File: src/rtl/bus_arbiter_n.sv
// Single-master bus to NSLAVE req/ack slaves with address decode and error log.
// Optional hung-slave timeout is built when BUS_TIMEOUT_EN is defined.
module bus_arbiter_n #(
  parameter int WIDTH       = 32,
  parameter int NSLAVE      = 3,
  parameter int REGION_BITS = 20,
  parameter int TIMEOUT     = 255
) (
  input  logic                     clk,
  input  logic                     nrst,
  input  logic                     m_req,
  input  logic                     m_write,
  input  logic [WIDTH-1:0]         m_addr,
  input  logic [WIDTH-1:0]         m_wdata,
  output logic                     m_ready,
  output logic [WIDTH-1:0]         m_rdata,
  output logic                     m_err,
  output logic [NSLAVE-1:0]        s_req,
  output logic                     s_write,
  output logic [WIDTH-1:0]         s_addr,
  output logic [WIDTH-1:0]         s_wdata,
  input  logic [NSLAVE*WIDTH-1:0]  s_rdata,
  input  logic [NSLAVE-1:0]        s_ack,
  input  logic                     err_clr,
  output logic                     err_flag,
  output logic [WIDTH-1:0]         err_addr
);

  localparam int SELW = (NSLAVE > 1) ? $clog2(NSLAVE) : 1;
  localparam int TOPB = REGION_BITS + SELW;
  localparam logic [WIDTH-1:0] AMASK =
    {WIDTH{1'b1}} >> (WIDTH - REGION_BITS);

  typedef enum logic [1:0] {
    IDLE = 2'd0,
    WAIT = 2'd1,
    RESP = 2'd2
  } state_e;

  state_e            state_q, state_d;
  logic              write_q, write_d;
  logic [WIDTH-1:0]  addr_q, addr_d;
  logic [WIDTH-1:0]  wdata_q, wdata_d;
  logic [SELW-1:0]   idx_q, idx_d;
  logic              err_q, err_d;
  logic [WIDTH-1:0]  rdata_q, rdata_d;
  logic              err_flag_q, err_flag_d;
  logic [WIDTH-1:0]  err_addr_q, err_addr_d;

  logic [SELW-1:0]   sel_idx;
  logic              upper_zero;
  logic              in_range;
  logic              mapped;
  logic              ack_sel;
  logic [WIDTH-1:0]  slave_rdata;
  logic              err_set;

`ifdef BUS_TIMEOUT_EN
  localparam int CNTW = (TIMEOUT > 1) ? $clog2(TIMEOUT + 1) : 1;
  logic [CNTW-1:0]   tmo_cnt_q, tmo_cnt_d;
`else
  logic              unused_timeout;
  assign unused_timeout = (TIMEOUT > 0);
`endif

  // Decode of the incoming request address
  always_comb begin
    sel_idx    = m_addr[REGION_BITS +: SELW];
    upper_zero = ((m_addr >> TOPB) == '0);
    in_range   = (int'(sel_idx) < NSLAVE);
    mapped     = upper_zero && in_range;
  end

  always_comb begin
    ack_sel     = 1'b0;
    slave_rdata = '0;
    for (int i = 0; i < NSLAVE; i++) begin
      if (idx_q == SELW'(i)) begin
        ack_sel     = s_ack[i];
        slave_rdata = s_rdata[i*WIDTH +: WIDTH];
      end
    end
  end

  always_ff @(posedge clk) begin
    if (!nrst) begin
      state_q    <= IDLE;
      write_q    <= 1'b0;
      addr_q     <= '0;
      wdata_q    <= '0;
      idx_q      <= '0;
      err_q      <= 1'b0;
      rdata_q    <= '0;
      err_flag_q <= 1'b0;
      err_addr_q <= '0;
`ifdef BUS_TIMEOUT_EN
      tmo_cnt_q  <= '0;
`endif
    end else begin
      state_q    <= state_d;
      write_q    <= write_d;
      addr_q     <= addr_d;
      wdata_q    <= wdata_d;
      idx_q      <= idx_d;
      err_q      <= err_d;
      rdata_q    <= rdata_d;
      err_flag_q <= err_flag_d;
      err_addr_q <= err_addr_d;
`ifdef BUS_TIMEOUT_EN
      tmo_cnt_q  <= tmo_cnt_d;
`endif
    end
  end

  always_comb begin
    state_d    = state_q;
    write_d    = write_q;
    addr_d     = addr_q;
    wdata_d    = wdata_q;
    idx_d      = idx_q;
    err_d      = err_q;
    rdata_d    = rdata_q;
    err_addr_d = err_addr_q;
    err_set    = 1'b0;
`ifdef BUS_TIMEOUT_EN
    tmo_cnt_d  = tmo_cnt_q;
`endif
    unique case (state_q)
      IDLE: begin
        if (m_req) begin
          write_d = m_write;
          addr_d  = m_addr;
          wdata_d = m_wdata;
          idx_d   = sel_idx;
          rdata_d = '0;
          if (mapped) begin
            state_d = WAIT;
            err_d   = 1'b0;
`ifdef BUS_TIMEOUT_EN
            tmo_cnt_d = '0;
`endif
          end else begin
            state_d    = RESP;
            err_d      = 1'b1;
            err_set    = 1'b1;
            err_addr_d = m_addr;
          end
        end
      end
      WAIT: begin
        if (ack_sel) begin
          state_d = RESP;
          err_d   = 1'b0;
          rdata_d = write_q ? '0 : slave_rdata;
        end
`ifdef BUS_TIMEOUT_EN
        // An ack on the final allowed cycle takes priority over expiry
        else if (tmo_cnt_q == CNTW'(TIMEOUT - 1)) begin
          state_d    = RESP;
          err_d      = 1'b1;
          err_set    = 1'b1;
          err_addr_d = addr_q;
        end else begin
          tmo_cnt_d = tmo_cnt_q + 1'b1;
        end
`endif
      end
      RESP: begin
        state_d = IDLE;
      end
      default: begin
        state_d = IDLE;
      end
    endcase
    err_flag_d = err_set ? 1'b1 :
                 (err_clr ? 1'b0 : err_flag_q);
  end

  always_comb begin
    m_ready  = (state_q == RESP);
    m_err    = (state_q == RESP) && err_q;
    m_rdata  = ((state_q == RESP) && !err_q) ? rdata_q : '0;
    s_req    = (state_q == WAIT) ? (NSLAVE'(1) << idx_q) : '0;
    s_write  = write_q;
    s_addr   = addr_q & AMASK;
    s_wdata  = wdata_q;
    err_flag = err_flag_q;
    err_addr = err_addr_q;
  end

endmodule

File: config.mk
export PLATFORM = sky130hd
export DESIGN_NAME = bus_arbiter_n
export DESIGN_NICKNAME = d
export VERILOG_FILES = /design/src/rtl/bus_arbiter_n.sv
export SDC_FILE = /design/constraint.sdc
export NUM_CORES = 1
export LEC_CHECK = 0
export ABC_AREA = 0
export BUFFER_PORTS_ARGS = -buffer_cell sky130_fd_sc_hd__buf_4
export CORE_AREA = 2 2 117 119
export DETAILED_ROUTE_END_ITERATION = 7
export DIE_AREA = 0 0 119 121
export PLACE_DENSITY_LB_ADDON = 0.08
export SETUP_SLACK_MARGIN = 0.3
export SKIP_CTS_REPAIR_TIMING = 1
export SYNTH_ARGS = -nofsm -noshare
export SYNTH_HDL_FRONTEND = slang
export SYNTH_SLANG_ARGS = --single-unit
File: constraint.sdc
create_clock -name clk -period 3.15 [get_ports clk]
set_clock_uncertainty 0.2 [all_clocks]
set_input_delay 0.4725 -clock clk [delete_from_list [all_inputs] [get_ports clk]]
set_output_delay 0.4725 -clock clk [all_outputs]
set_load 0.01 [all_outputs]
==> flow_metrics.tcl, run 1 <==
set metrics [dict create \
    vias 5680 \
    rsz0062_at_grt "false" \
    clock_tree.root_cell "clkbuf_16" \
    wl_per_cell_um 14.5 \
    layout.nets 1143 \
    htreeDepth 4 \
    core_um2 13100 \
    synth_commonest_cells "nand2_1, dfxtp_1, and2_1" \
    power_frac_comb 0.138 \
    grt_pass1_wl_um 27000 \
    async_flop_share 0 \
    final_cell_area_um2 8440 \
    synth.most_common_cell "nand2_1" \
    relSlewSlack 0.521 \
    syn-cell-area_um2 5650 \
    yosysSeqAreaShare 0.436 \
    arrival_ps 1800 \
    seqCellArea_um2 2460 \
    routabilityCongestion 0.755 \
    p_clk_frac 0.474 \
    netlist.area_leader.share 0.436 \
    avgSynthCellArea_um2 7.95 \
    grt_overflow 0 \
    ys.flop_type "dfxtp_1" \
    path_max_fanout 15 \
    clock_latency_ps 410 \
    antenna_found_initial 0 \
    tightestPinTransition_ps 718 \
    worstHoldPathType "input pin to flop" \
    reg2reg_from "idx_q[0]$_SDFFE_PN0P_" \
    criticalPathCategory "flop to output port" \
    crit_start "idx_q[1]$_SDFFE_PN0P_" \
    die_h_um 121 \
    clk_pin_slew_ps 60 \
    power_density_nw_per_um2 511 \
    ys_types 30 \
    hold_path_depth 3 \
    multi_input_area_um2 2860 \
    routed_wl_um 16800 \
    power.switching_w 0.000997 \
    synth_fa_ha_area_frac 0 \
    rows 42 \
    hold_viol 0 \
    syn-instance-count 711 \
    cts_tree "built" \
    viasPerCell 4.88 \
    synth_top_family_by_area "simple AND/OR/NAND/NOR gates" \
    synth_mux_area_frac 0.115 \
    period_needed_ps 2470 \
    synth_top_area_cell "dfxtp_1" \
    track_usage 0.236 \
    cts_made_buffers 17 \
    synth-simple-area-share 0.261 \
    drtPass1Iterations 4 \
    port_buffers 290 \
    r2r_cells 5 \
    initial_core_util 0.432 \
    finalSetupTns_ps 0 \
    yosys-top-cells-area "dfxtp_1, nand2_1, mux2i_1" \
    ys_warn_count 0 \
    synth_xor_area_frac 0 \
    synth_edf_count 0 \
    cts.path.max_buffers 2 \
    slew_viol_final 0 \
    intPower_w 0.00332 \
    setup_violations 0 \
    netSwitchingFraction 0.231 \
    syn_to_final_growth_pct 49.5 \
    final_antenna_net_count 0 \
    ys_seq_elements 123 \
    grt_max_degree 77 \
    hold_start "m_addr[14]" \
    drtIter0Drc 324 \
    cap_violations 0 \
    io_pins 303 \
    max_freq_mhz 405 \
    post-route-drc-count 0 \
    power.leakage_nw 3.86 \
    dieArea_um2 14400 \
    hpwlAfterDp_um 11900 \
    fin_crit_sh 0.784 \
    num-fill-cells 1206 \
    num_antenna_cells 0 \
    cp.required_ps 2480 \
    cp-end-kind "output port" \
    grt_pass1_vias 5374 \
    final_layout_size_suffix_gt1_frac 0.345 \
    ir_drop_uv 372 \
    synth-compound-area-share 0.120 \
    status "completed" \
    startpoint_type "flop" \
    power_frac_seq 0.387 \
    cts_sinks 123 \
    place_area_um2 7830 \
    die_x_um 119 \
]
==> placed cells by master (no fill, tap or decap), types with 17 or more instances in the layout <==
cell type,synthesis,final
mux2i_1,65,65
nand3_1,33,33
and2_1,67,66
nand2_1,175,175
dfxtp_1,123,122
o21ai_0,65,65
nor2_1,35,35
buf_4,13,302
clkbuf_16,0,17
a21oi_1,57,57
==> flip-flops by register name, summed over array words and instances (netlist names) <==
signal	count
err_addr	32
err_q	1
s_write	1
rdata_q	32
idx_q	2
addr_q	20
s_wdata	32
err_flag	1
state_q	2
==> path summary, 6_finish.rpt <==
kind / slack [ps] / endpoint
max: 680 / s_req[2]
min: 80 / err_addr[14]$_SDFFE_PN0P_
max reg2reg: 970 / rdata_q[22]$_SDFFE_PN0P_
min reg2reg: 250 / rdata_q[29]$_SDFFE_PN0P_
==> per-layer routing <==
layer / wire [µm] / GRT usage / share of wire / vias up
li1: - / - / - / 2850
met4: 584 / 0.118 / 0.035 / 0
met3: 1230 / 0.0724 / 0.073 / 40
met1: 7230 / 0.285 / 0.43 / 2587
met5: 0 / 0 / 0 / -
met2: 7810 / 0.381 / 0.46 / 203
==> per-stage QoR <==
| stage | setup slack [ps] | util | hold slack [ps] | cells | total power (W) |
|---|---|---|---|---|---|
| after floorplan | 1310 | - | 234 | 722 | 0.00199 |
| after global placement | 963 | 0.598 | 242 | 1132 | 0.00229 |
| after detailed placement | 880 | 0.598 | 247 | 1132 | 0.00230 |
| after CTS | 689 | 0.645 | 65.5 | 1163 | 0.00435 |
| after global routing | 585 | 0.645 | 86.8 | 1163 | 0.00449 |
| final | 681 | 0.645 | 80.1 | 1163 | 0.00431 |
==> cell type report <==
class                   instances  area share
clock buffers                  24      0.0570
flip-flops and latches        123       0.292
clock inverters                 7      0.0163
multi-input cells             528       0.339
inverters                       3     0.00133
well taps                     176      0.0261
repair buffers                302       0.268
==> power groups by stage <==
stage                     registers [W]  logic, W  clock network (W)
after global placement          0.00170  0.000594                  0
after floorplan                 0.00172  0.000269                  0
after detailed placement        0.00170  0.000600                  0
final                           0.00167  0.000597            0.00205
after global routing            0.00168  0.000658            0.00215
after CTS                       0.00167  0.000602            0.00208
==> worst max-delay path, stage by stage (launching register included) <==
cell and delay (ps):
dfxtp_1 660, nor2b_2 420, nor2b_1 170, buf_4 130
==> logic make-up after synthesis <==
kind of cell / Yosys count
simple gates: 324
compound gates: 127
flops: 123
buf+inv: 71
mux: 65
other cells: 1
No activity file was read; power rests on OpenSTA's default activity.
==> inputs of run 2 (changes only) <==
CORE_AREA = 2 2 119 121   (was 2 2 117 119)
DIE_AREA = 0 0 121 123   (was 0 0 119 121)
clock period = 2.5 ns   (was 3.15 ns; I/O delays follow)
==> run 2 against run 1 <==
Final cell count rose by 2.1%. Sequential power up 26%. Largest power group unchanged. Register-to-register slack worse by 460 ps. The run now ends with negative hold slack left. Critical endpoint is now m_rdata[12]. Die area increased by 3.4%.
==> flow_metrics.tcl, run 2 (same netlist as run 1, synthesis figures left out) <==
set metrics [dict create \
    die_h_um 123 \
    drtPass1Iterations 4 \
    final_common_cell "buf_4" \
    power.leakage_nw 3.97 \
    criticalPathCategory "flop to output port" \
    final_cells 1188 \
    period_needed_ps 2170 \
    relSlewSlack 0.563 \
    fin_hold_ws_ps -20.4 \
    cts.path.max_buffers 2 \
    grt_max_degree 60 \
    setup_violations 0 \
    final_cell_area_um2 8700 \
    antenna_found_initial 0 \
    clock_latency_ps 410 \
    routabilityCongestion 0.780 \
    path_max_fanout 8 \
    place_area_um2 7900 \
    syn_to_final_growth_pct 54.1 \
    htreeDepth 4 \
    num-fill-cells 1302 \
    drtIter0Drc 346 \
    rows 43 \
    slew_viol_final 0 \
    layout.nets 1163 \
    io_pins 303 \
    worstHoldPathType "input pin to flop" \
    grt_pass1_vias 5000 \
    routed_wl_um 17600 \
    cts_sinks 123 \
    r2r_cells 6 \
    layout_common_cells "buf_4, nand2_1, dfxtp_1, mux2i_1, o21ai_0" \
    dieArea_um2 14900 \
    fin_crit_sh 0.868 \
    cp-end-kind "output port" \
    dp_cells 1140 \
    die_x_um 121 \
    hold_viol 13 \
    power_density_nw_per_um2 612 \
    viasPerCell 4.75 \
    status "complete, but fails checks" \
    track_usage 0.226 \
    startpoint_type "flop" \
    num_antenna_cells 0 \
    wl_per_cell_um 14.8 \
    cp.required_ps 1920 \
    rsz0062_at_grt "true" \
    violations "negative hold slack" \
    tightestPinTransition_ps 655 \
    initial_core_util 0.415 \
    clk_pin_slew_ps 50 \
    finalSetupTns_ps 0 \
    port_buffers 290 \
    final_antenna_net_count 0 \
    cap_violations 0 \
    cts_tree "built" \
    clock_tree.root_cell "clkbuf_16" \
    grt_overflow 0 \
    core_um2 13600 \
    utilization 0.639 \
    grt_pass1_wl_um 26200 \
    post-route-drc-count 0 \
    max_freq_mhz 461 \
    hold_path_depth 3 \
    vias 5640 \
    arrival_ps 1600 \
    hpwlAfterDp_um 12100 \
    final_layout_size_suffix_gt1_frac 0.359 \
    cts_made_buffers 17 \
    ir_drop_uv 518 \
]
run 2: power by group:
group / internal, W / switching [W] / total (W) / leakage [nW]
logic: 0.000422 / 0.000384 / 0.000806 / 2.68
registers: 0.00205 / 0.0000481 / 0.00210 / 1.01
clock network: 0.00156 / 0.000854 / 0.00242 / 0.287
run 2: metrics by stage:
step / hold slack (ps) / total power [W] / setup WS, ps
floorplan: 234 / 0.00251 / 753
global placement: 240 / 0.00291 / 583
detailed placement: 247 / 0.00292 / 542
CTS: -37.3 / 0.00536 / 180
global route: 0.399 / 0.00553 / 241
finish: -20.4 / 0.00532 / 329
run 2: final cells by class:
type | count | area (µm²) | area share
Sequential cell | 123 | 2470 | 0.283
Tap cell | 180 | 225 | 0.0259
Multi-Input combinational cell | 528 | 2890 | 0.332
Timing Repair Buffer | 322 | 2530 | 0.290
Clock buffer | 25 | 495 | 0.0569
Clock inverter | 7 | 87.6 | 0.0101
Inverter | 3 | 13.8 | 0.00158
run 2: final timing paths:
check                           from                        end  slack (ps)
max          state_q[1]$_SDFFE_PN0P_                m_rdata[12]         330
min reg2reg  rdata_q[5]$_SDFFE_PN0P_    rdata_q[5]$_SDFFE_PN0P_         250
min                       m_addr[16]  err_addr[16]$_SDFFE_PN0P_         -20
max reg2reg    idx_q[1]$_SDFFE_PN0P_    rdata_q[2]$_SDFFE_PN0P_         510
run 2: critical path, cell delays in order, from the launching register on:
cell and delay [ps]:
dfxtp_2 360, inv_4 50, nor3_4 240, buf_4 160, buf_8 120, and2_4 140
buf_6 100
run 2: metal layers:
layer  share of wire  vias up  wire length [µm]  global-route usage
met5               0        -                 0                   0
met4           0.028        0               490               0.101
met3           0.078       35              1380              0.0706
met2            0.46      197              8120               0.356
met1            0.43     2524              7600               0.286
li1                -     2884                 -                   -
==> inputs of run 3 (changes only) <==
CORE_AREA = not set   (was 2 2 119 121)
CORE_MARGIN = 2   (was not set)
CORE_UTILIZATION = 41   (was not set)
DIE_AREA = not set   (was 0 0 121 123)
clock period = 1.8 ns   (was 2.5 ns; I/O delays follow)
==> run 3 against run 2 <==
The flow finishes with violations (negative setup slack). Critical path depth rose by 1. Register-to-register slack got worse by 710 ps. Highest routed layer unchanged. Clock power rose by 38%. Largest cell class is now non-clock buffers. Sequential share of layout area fell by 2.8 points. Die area fell by 1.0%. Hold slack improved by 46 ps.
==> flow_metrics.tcl, run 3 (same netlist as run 1, synthesis figures left out) <==
set metrics [dict create \
    status "complete, but fails checks" \
    violations "negative setup slack" \
    slew_viol_final 0 \
    hold_viol 0 \
    core_um2 13300 \
    setup_violations 68 \
    final_common_cell "buf_4" \
    final_antenna_net_count 0 \
    ir_drop_uv 809 \
    port_buffers 290 \
    grt_overflow 0 \
    use_met3 0.0832 \
    vias 6068 \
    die_h_um 121 \
    cp.required_ps 1930 \
    wl_per_cell_um 15.5 \
    power.total_w 0.00760 \
    clock_latency_ps 410 \
    path_max_fanout 22 \
    layout_common_cells "buf_4, nand2_1, dfxtp_1, and2_1, dlygate4sd3_1" \
    grt_util_met2 0.392 \
    cap_violations 0 \
    grt.busiest_layer "met2" \
    cts_tree "built" \
    routed_wl_um 19600 \
    grt_pass1_vias 5330 \
    htreeDepth 4 \
    final_layout_size_suffix_gt1_frac 0.364 \
    grt_pass1_wl_um 26900 \
    rows 42 \
    grt_max_degree 57 \
    power.leakage_nw 4.41 \
    viasPerCell 4.79 \
    clock_tree.root_cell "clkbuf_16" \
    r2r_cells 7 \
    multi_input_area_um2 2920 \
    layout.nets 1247 \
    hold_path_depth 4 \
    syn_to_final_growth_pct 71.3 \
    routabilityCongestion 0.784 \
    cts.path.max_buffers 2 \
    layout_setup_ws_ps -203 \
    hpwlAfterDp_um 12300 \
    post-route-drc-count 0 \
    dieArea_um2 14700 \
    cts_sinks 123 \
    arrival_ps 2130 \
    fin_hold_ws_ps 25.6 \
    power_density_nw_per_um2 785 \
    track_usage 0.234 \
    cts_made_buffers 17 \
    use_met1 0.278 \
    drtIter0Drc 346 \
    clk_pin_slew_ps 60 \
    num-fill-cells 1058 \
    worstHoldPathType "input pin to flop" \
    drtPass1Iterations 5 \
    fin_crit_sh 1.11 \
    io_pins 303 \
    startpoint_type "flop" \
    max_freq_mhz 499 \
    seqCellArea_um2 2470 \
    period_needed_ps 2000 \
    rsz0062_at_grt "true" \
    num_antenna_cells 0 \
    die_x_um 121 \
    initial_core_util 0.423 \
    antenna_found_initial 0 \
    criticalPathCategory "flop to flop" \
    cp-end-kind "flop" \
]
==> run 3: cell types whose count changed in the layout (fill, tap and decap cells not counted), moves of 3 or more <==
cell / before / now
clkbuf_16: 17 / 23
clkbuf_1: 4 / 0
dlygate4sd3_1: 11 / 66
buf_4: 297 / 318
buf_12: 3 / 10
o21ai_1: 0 / 3
and2_4: 8 / 0
buf_6: 10 / 4
o21ai_0: 65 / 61
and2_1: 58 / 66
==> run 3: stage by stage <==
stage	std cells	cell area (µm²)	setup TNS [ps]	utilization	worst slack, ps
3_5_place_dp	1147	8060	-14.7	0.604	-14.7
6_report	1268	9680	-10050	0.725	-203
5_1_grt	1268	9680	-16030	0.725	-277
4_1_cts	1179	8640	-8810	0.648	-283
3_3_place_gp	1147	8060	0	0.604	52.4
2_1_floorplan	722	5750	0	-	199
==> run 3: worst paths after layout <==
path | start | end | slack, ps
setup / recovery | state_q[1]$_SDFFE_PN0P_ | err_addr[5]$_SDFFE_PN0P_ | -200
hold / removal | m_addr[21] | state_q[0]$_SDFFE_PN0P_ | 30
hold reg to reg | rdata_q[12]$_SDFFE_PN0P_ | rdata_q[12]$_SDFFE_PN0P_ | 250
setup reg to reg | state_q[1]$_SDFFE_PN0P_ | err_addr[5]$_SDFFE_PN0P_ | -200
==> run 3: metal layers <==
layer / vias up / wire length (µm)
met1: 2778 / 8050
met3: 22 / 1490
li1: 3051 / -
met2: 217 / 9730
met4: 0 / 326
met5: - / 0
==> run 3: final cells by class <==
class | instances | area share
clock buffers | 22 | 0.0511
clock inverters | 10 | 0.00905
inverters | 3 | 0.00116
multi-input cells | 528 | 0.302
flip-flops and latches | 123 | 0.255
well taps | 176 | 0.0228
repair buffers | 406 | 0.359
==> run 3: where the power goes <==
group          leakage, nW  internal (W)  switching (W)
clock network        0.285       0.00208        0.00125
logic                 3.12      0.000762       0.000596
registers             1.01       0.00285      0.0000680
==> run 3: worst max-delay path, stage by stage, from the launching register on <==
cell and delay [ps]:
dfxtp_2 320, buf_4 120, or3b_2 550, a31oi_4 220, buf_4 170, clkbuf_16 170, nand3_1 80, o21ai_0 100
